==> src/rtl/bt_pkg.sv <==
// Shared constants for the Bluetooth UART link: baud timing, receiver state
// encoding and the command header bytes consumed by bt_decoder.
package bt_pkg;

   localparam int unsigned CLK_FREQ     = 25_000_000;
   localparam int unsigned BAUD         = 9600;
   localparam int unsigned CLKS_PER_BIT = CLK_FREQ / BAUD;

   typedef enum logic [2:0] {
      RX_IDLE      = 3'd0,
      RX_START     = 3'd1,
      RX_DATA      = 3'd2,
      RX_STOP      = 3'd3,
      RX_WAIT_IDLE = 3'd4
   } rx_state_e;

   // Command header bytes; a header is followed by its argument bytes.
   localparam logic [7:0] CMD_MOVE = 8'hC1;
   localparam logic [7:0] CMD_STOP = 8'hC2;
   localparam logic [7:0] CMD_HOME = 8'hC3;

endpackage

==> src/rtl/sync_2ff.sv <==
// Two-flop synchronizer for asynchronous inputs, with a selectable reset value
// so an idle-high line does not look like a falling edge coming out of reset.
module sync_2ff #(
   parameter int unsigned       WIDTH   = 1,
   parameter logic [WIDTH-1:0]  RST_VAL = '1
) (
   input  logic             clk,
   input  logic             reset,
   input  logic [WIDTH-1:0] d,
   output logic [WIDTH-1:0] q
);

   logic [WIDTH-1:0] meta_q;
   logic [WIDTH-1:0] sync_q;

   always_ff @(posedge clk) begin
      if (reset) begin
         meta_q <= RST_VAL;
         sync_q <= RST_VAL;
      end else begin
         meta_q <= d;
         sync_q <= meta_q;
      end
   end

   assign q = sync_q;

endmodule

==> src/rtl/bt_uart_rx.sv <==
// 8N1 UART receiver for the Bluetooth module link. Samples mid-bit from the
// start-bit midpoint and emits one-cycle rx_valid / frame_err strobes.
module bt_uart_rx #(
   parameter int unsigned CLKS_PER_BIT = bt_pkg::CLKS_PER_BIT
) (
   input  logic       clk,
   input  logic       reset,
   input  logic       rx,
   output logic [7:0] rx_byte,
   output logic       rx_valid,
   output logic       frame_err,
   output logic       busy
);
   import bt_pkg::*;

   localparam int unsigned      CNT_W     = $clog2(CLKS_PER_BIT);
   localparam logic [CNT_W-1:0] HALF_LAST = CNT_W'(CLKS_PER_BIT / 2 - 1);
   localparam logic [CNT_W-1:0] BIT_LAST  = CNT_W'(CLKS_PER_BIT - 1);

   rx_state_e        state_q,     state_d;
   logic [CNT_W-1:0] cnt_q,       cnt_d;
   logic [2:0]       bit_idx_q,   bit_idx_d;
   logic [7:0]       shift_q,     shift_d;
   logic [7:0]       rx_byte_q,   rx_byte_d;
   logic             rx_valid_q,  rx_valid_d;
   logic             frame_err_q, frame_err_d;
   logic             rx_s;

   sync_2ff #(
      .WIDTH   (1),
      .RST_VAL (1'b1)
   ) u_sync (
      .clk   (clk),
      .reset (reset),
      .d     (rx),
      .q     (rx_s)
   );

   always_comb begin
      state_d     = state_q;
      cnt_d       = cnt_q + CNT_W'(1);
      bit_idx_d   = bit_idx_q;
      shift_d     = shift_q;
      rx_byte_d   = rx_byte_q;
      rx_valid_d  = 1'b0;
      frame_err_d = 1'b0;

      case (state_q)
         RX_IDLE: begin
            cnt_d = '0;
            if (!rx_s) state_d = RX_START;
         end
         RX_START: begin
            // A start bit still low at its midpoint is genuine; anything else is a glitch.
            if (cnt_q == HALF_LAST) begin
               cnt_d     = '0;
               bit_idx_d = 3'd0;
               state_d   = rx_s ? RX_IDLE : RX_DATA;
            end
         end
         RX_DATA: begin
            if (cnt_q == BIT_LAST) begin
               cnt_d              = '0;
               shift_d[bit_idx_q] = rx_s;
               bit_idx_d          = bit_idx_q + 3'd1;
               if (bit_idx_q == 3'd7) state_d = RX_STOP;
            end
         end
         RX_STOP: begin
            if (cnt_q == BIT_LAST) begin
               cnt_d = '0;
               if (rx_s) begin
                  rx_byte_d  = shift_q;
                  rx_valid_d = 1'b1;
                  state_d    = RX_IDLE;
               end else begin
                  frame_err_d = 1'b1;
                  state_d     = RX_WAIT_IDLE;
               end
            end
         end
         RX_WAIT_IDLE: begin
            // A break holds the line low; wait it out so it reports only once.
            cnt_d = '0;
            if (rx_s) state_d = RX_IDLE;
         end
         default: begin
            cnt_d   = '0;
            state_d = RX_IDLE;
         end
      endcase
   end

   always_ff @(posedge clk) begin
      if (reset) begin
         state_q     <= RX_IDLE;
         cnt_q       <= '0;
         bit_idx_q   <= 3'd0;
         shift_q     <= 8'h00;
         rx_byte_q   <= 8'h00;
         rx_valid_q  <= 1'b0;
         frame_err_q <= 1'b0;
      end else begin
         state_q     <= state_d;
         cnt_q       <= cnt_d;
         bit_idx_q   <= bit_idx_d;
         shift_q     <= shift_d;
         rx_byte_q   <= rx_byte_d;
         rx_valid_q  <= rx_valid_d;
         frame_err_q <= frame_err_d;
      end
   end

   assign rx_byte   = rx_byte_q;
   assign rx_valid  = rx_valid_q;
   assign frame_err = frame_err_q;
   assign busy      = (state_q != RX_IDLE);

endmodule

==> config.mk <==
export PLATFORM = sky130hd
export DESIGN_NAME = bt_uart_rx
export DESIGN_NICKNAME = d
export VERILOG_FILES = /design/src/rtl/bt_pkg.sv /design/src/rtl/sync_2ff.sv /design/src/rtl/bt_uart_rx.sv
export SDC_FILE = /design/constraint.sdc
export NUM_CORES = 1
export LEC_CHECK = 0
export CELL_PAD_IN_SITES_DETAIL_PLACEMENT = 1
export CELL_PAD_IN_SITES_GLOBAL_PLACEMENT = 1
export CORE_MARGIN = 2
export CORE_UTILIZATION = 44
export DETAILED_ROUTE_END_ITERATION = 8
export PLACE_DENSITY_LB_ADDON = 0.2
export SETUP_SLACK_MARGIN = 0.02
export SLEW_MARGIN = 15
export SYNTH_ARGS = -nofsm -noshare
export SYNTH_HDL_FRONTEND = slang
export SYNTH_SLANG_ARGS = --single-unit
==> constraint.sdc <==
create_clock -name clk -period 2.3 [get_ports clk]
set_input_delay 0.46 -clock clk [delete_from_list [all_inputs] [get_ports clk]]
set_output_delay 0.46 -clock clk [all_outputs]
set_load 0.01 [all_outputs]
==> implementation parameters <==
Parameter                              Value

CTS
  Inserted Clock Buffers    5
  Clock slew seen by the registers of the worst setup and hold paths    0.07 ns
  Number of sinks driven by the clock tree    38
  TritonCTS clock tree    done
  Worst-Skew Late Latency    0.28 ns
  H-Tree Depth    2
  Number of buffers between clock root and the deepest sink    2
  Master cell of the clock root buffer    sky130_fd_sc_hd__clkbuf_8

Die
  Die height    66.5 um
  Total Die Area    0.00442 mm2
  Number of rows created at floorplan    22
  Die W    66.5 um
  Starting Density    46.2%
  Number of primary I/O pins    14
  Standard cell core area    0.00372 mm2

Final layout
  Area used by sequential logic in the layout    761 um2
  Number of filler instances in the final layout    425
  Util after Layout    54.3%
  Post-layout net count    205
  Fraction of final layout cells sized beyond drive strength 1    13.6%
  Ant diodes    0
  Post-route insts no fill    247
  Total area of multi-input combinational cells    902 um2
  P&R area growth vs syn    17.6%

Power and ir drop
  Leakage power total    0.769 nW
  Worst ir drop on vdd    0.330 mV
  Sequential fraction of design power    53.2%
  Clk pwr share    43.9%
  Logic pwr share    3.0%
  Total power divided by cell area    619 mW/mm2
  NetSw    0.000249 W
  Switching Share    19.9%
  Cell internal pwr    0.00100 W

Flow run
  Max-cap violations    0

Yosys
  Synthesized cell area    0.00172 mm2
  Cell type with the largest total area after synthesis    sky130_fd_sc_hd__dfxtp_1
  Asr flop ratio synth    0%
  Sequential-to-total area share from yosys stat    44.3%
  Number of nets produced by synthesis    190
  Biggest area contributors in the synthesized netlist    sky130_fd_sc_hd__dfxtp_1, sky130_fd_sc_hd__mux2i_1, sky130_fd_sc_hd__nor2_1
  Flops & latches, synth    38
  Portion of synthesized cell area occupied by the leading cell type    44.3%
  Number of synthesized flops with an enable pin    0
  Number of distinct library cells after synthesis    38
  Post-synthesis area per instance    9.38 um2
  Commonest register cell after synthesis    sky130_fd_sc_hd__dfxtp_1
  Gate Count Post-Synth    183
  Total number of yosys warnings    0

Routing
  Number of vias per cell after detailed routing    5.32
  Drc violations    0
  Drt total wl    3530 um
  Final routed wire length divided by cell count    14.3 um
  Detail Route Antenna Nets    0
  Drt pass-1 iters    4
  Overall via count from detail_route    1314
  Drt first-iter violations    37

Place
  Number of port buffers    13
  DP HPWL    2550 um
  Number of cells in the design after placement    239
  Routability cong.    0.849

Worst setup path
  Cell family with most CP delay    simple AND/OR/NAND/NOR gates
  Required time of the critical path    2.47 ns
  CP arrival    2.35 ns
  Type of the setup path with the least slack    reg2reg
  Cell occurring most often along the worst timing path    sky130_fd_sc_hd__or4_4
  Crit-path cells    or4_4 -> or4_4 -> nor4b_4 -> mux2i_1 -> nor2_1
  Cell type of the slowest stage on the worst timing path    sky130_fd_sc_hd__or4_4
  CP Buf/Inv Count    0
  Critical Path End Type    flop
  Launching element type of the critical path    flop
  Top fanout value on the critical path    6
  Stage delay of the slowest cell on the critical path    0.60 ns

STA
  Final setup violating endpoints    0
  Setup skew after layout    0.00482 ns
  Final Hold Violating Endpoints    0
  Final critical-path required period    2.18 ns
  Setup_tns    0 ns
  Number of pins with negative max-slew slack in the final report    0
  Worst Tran Pin Value    0.486 ns
  RSZ-0062 raised after global routing    false
  Maximum operating frequency    0.459 GHz
  Final critical-path share of the clock period    94.7%
  Slew Limit Headroom    67.6%

GRT
  Total grt overflow    0
  Antenna violations before repair    0
  Pin count of the biggest net entering global routing    29
  Vias in the first global route    1353
  Global-route wire length before repair    6120 um
  GR Util All Layers    18.2%

Outcome
  Result of the run    finished clean

Hold path
  Worst min path class    reg2reg
## cells in the final DEF (no fill, tap or decap), types with 5 or more instances in the layout
cell type | netlist | layout
sky130_fd_sc_hd__a21oi_1 | 6 | 6
sky130_fd_sc_hd__buf_4 | 1 | 7
sky130_fd_sc_hd__clkbuf_8 | 0 | 5
sky130_fd_sc_hd__clkdlybuf4s50_1 | 0 | 13
sky130_fd_sc_hd__dfxtp_1 | 38 | 38
sky130_fd_sc_hd__mux2i_1 | 17 | 17
sky130_fd_sc_hd__nand2_1 | 6 | 6
sky130_fd_sc_hd__nand3_1 | 10 | 10
sky130_fd_sc_hd__nor2_1 | 39 | 39
sky130_fd_sc_hd__xor2_1 | 6 | 6
## final timing paths
check,endpoint,start,cells after the start,slack [ns]
worst max-delay path,shift_q[1],cnt_q[2],5,0.12
worst min register to register,u_sync.q,u_sync.meta_q,1,0.41
worst max register to register,shift_q[1],cnt_q[2],5,0.12
worst min-delay path,u_sync.q,u_sync.meta_q,1,0.41
## cell usage after synthesis (all sizes together), types with 4 or more instances
library cell,number
xnor2,4
clkbuf,5
nor3,4
nand3,10
nand4,4
buf,7
ha,4
nor2,39
or4,4
a21oi,6
dfxtp,38
mux2i,17
nand2,6
xor2,6
## sequential cells by signal (all words and copies together) (netlist names), 3 cells and up
name and flops:
bit_idx_q 3, cnt_q 12, rx_byte 8, shift_q 8
state_q 3
## final cells by class
class,instances,share of cell area [%]
Multi-Input combinational cell,131,44.7
Clock inverter,1,1.49
Clock buffer,7,3.78
Timing Repair Buffer,20,9.05
Inverter,2,0.372
Sequential cell,38,37.7
Tap cell,48,2.97
## layer usage
metal / GRT usage [%] / wire [um]
met2: 31.5 / 1740
met5: 0 / 0
met4: 5.36 / 45
met1: 22.8 / 1670
met3: 3.55 / 77
## stage by stage
stage               setup slack (ns)  cell area [um2]  total power, W  hold WS [ns]
global route                  0.0332             2020         0.00130         0.441
CTS                           0.0270             2010         0.00126         0.418
finish                         0.122             2020         0.00125         0.413
detailed placement            0.0466             1900        0.000716         0.401
global placement               0.160             1900        0.000715         0.399
floorplan                      0.233             1720        0.000703         0.389
## power groups by stage
stage	registers, W	clock network, W	logic (W)
2_1_floorplan	0.000677	0	0.0000264
3_3_place_gp	0.000680	0	0.0000351
3_5_place_dp	0.000680	0	0.0000364
4_1_cts	0.000664	0.000562	0.0000365
5_1_grt	0.000665	0.000591	0.0000410
6_report	0.000665	0.000549	0.0000369
## what timing repair did
item | 4_1_cts | 5_1_grt
resized for setup | 0 | 2
setup endpoints to repair | 0 | 13
setup buffers | 0 | 0
hold buffers | 0 | 0
## worst reg2reg max path, delay by kind of cell (launching register included)
| family | cells | cell delay [ns] |
|---|---|---|
| flops | 1 | 0.37 |
| mux | 1 | 0.22 |
| simple gates | 4 | 1.48 |
## cells by family (layout without fill, tap and decap cells)
| group | Yosys count | in the layout | share of synthesized area, % |
|---|---|---|---|
| AOI/OAI and AO/OA | 10 | 10 | 3.94 |
| xor gates and xnor gates | 10 | 10 | 5.10 |
| adders and majority gates | 4 | 4 | 2.92 |
| buffers and inverters | 14 | 30 | 3.64 |
| DFF | 38 | 38 | 44.3 |
| muxes | 18 | 18 | 10.6 |
| and+or+nand+nor | 89 | 89 | 29.5 |
No activity file was read; power rests on OpenSTA's default activity.
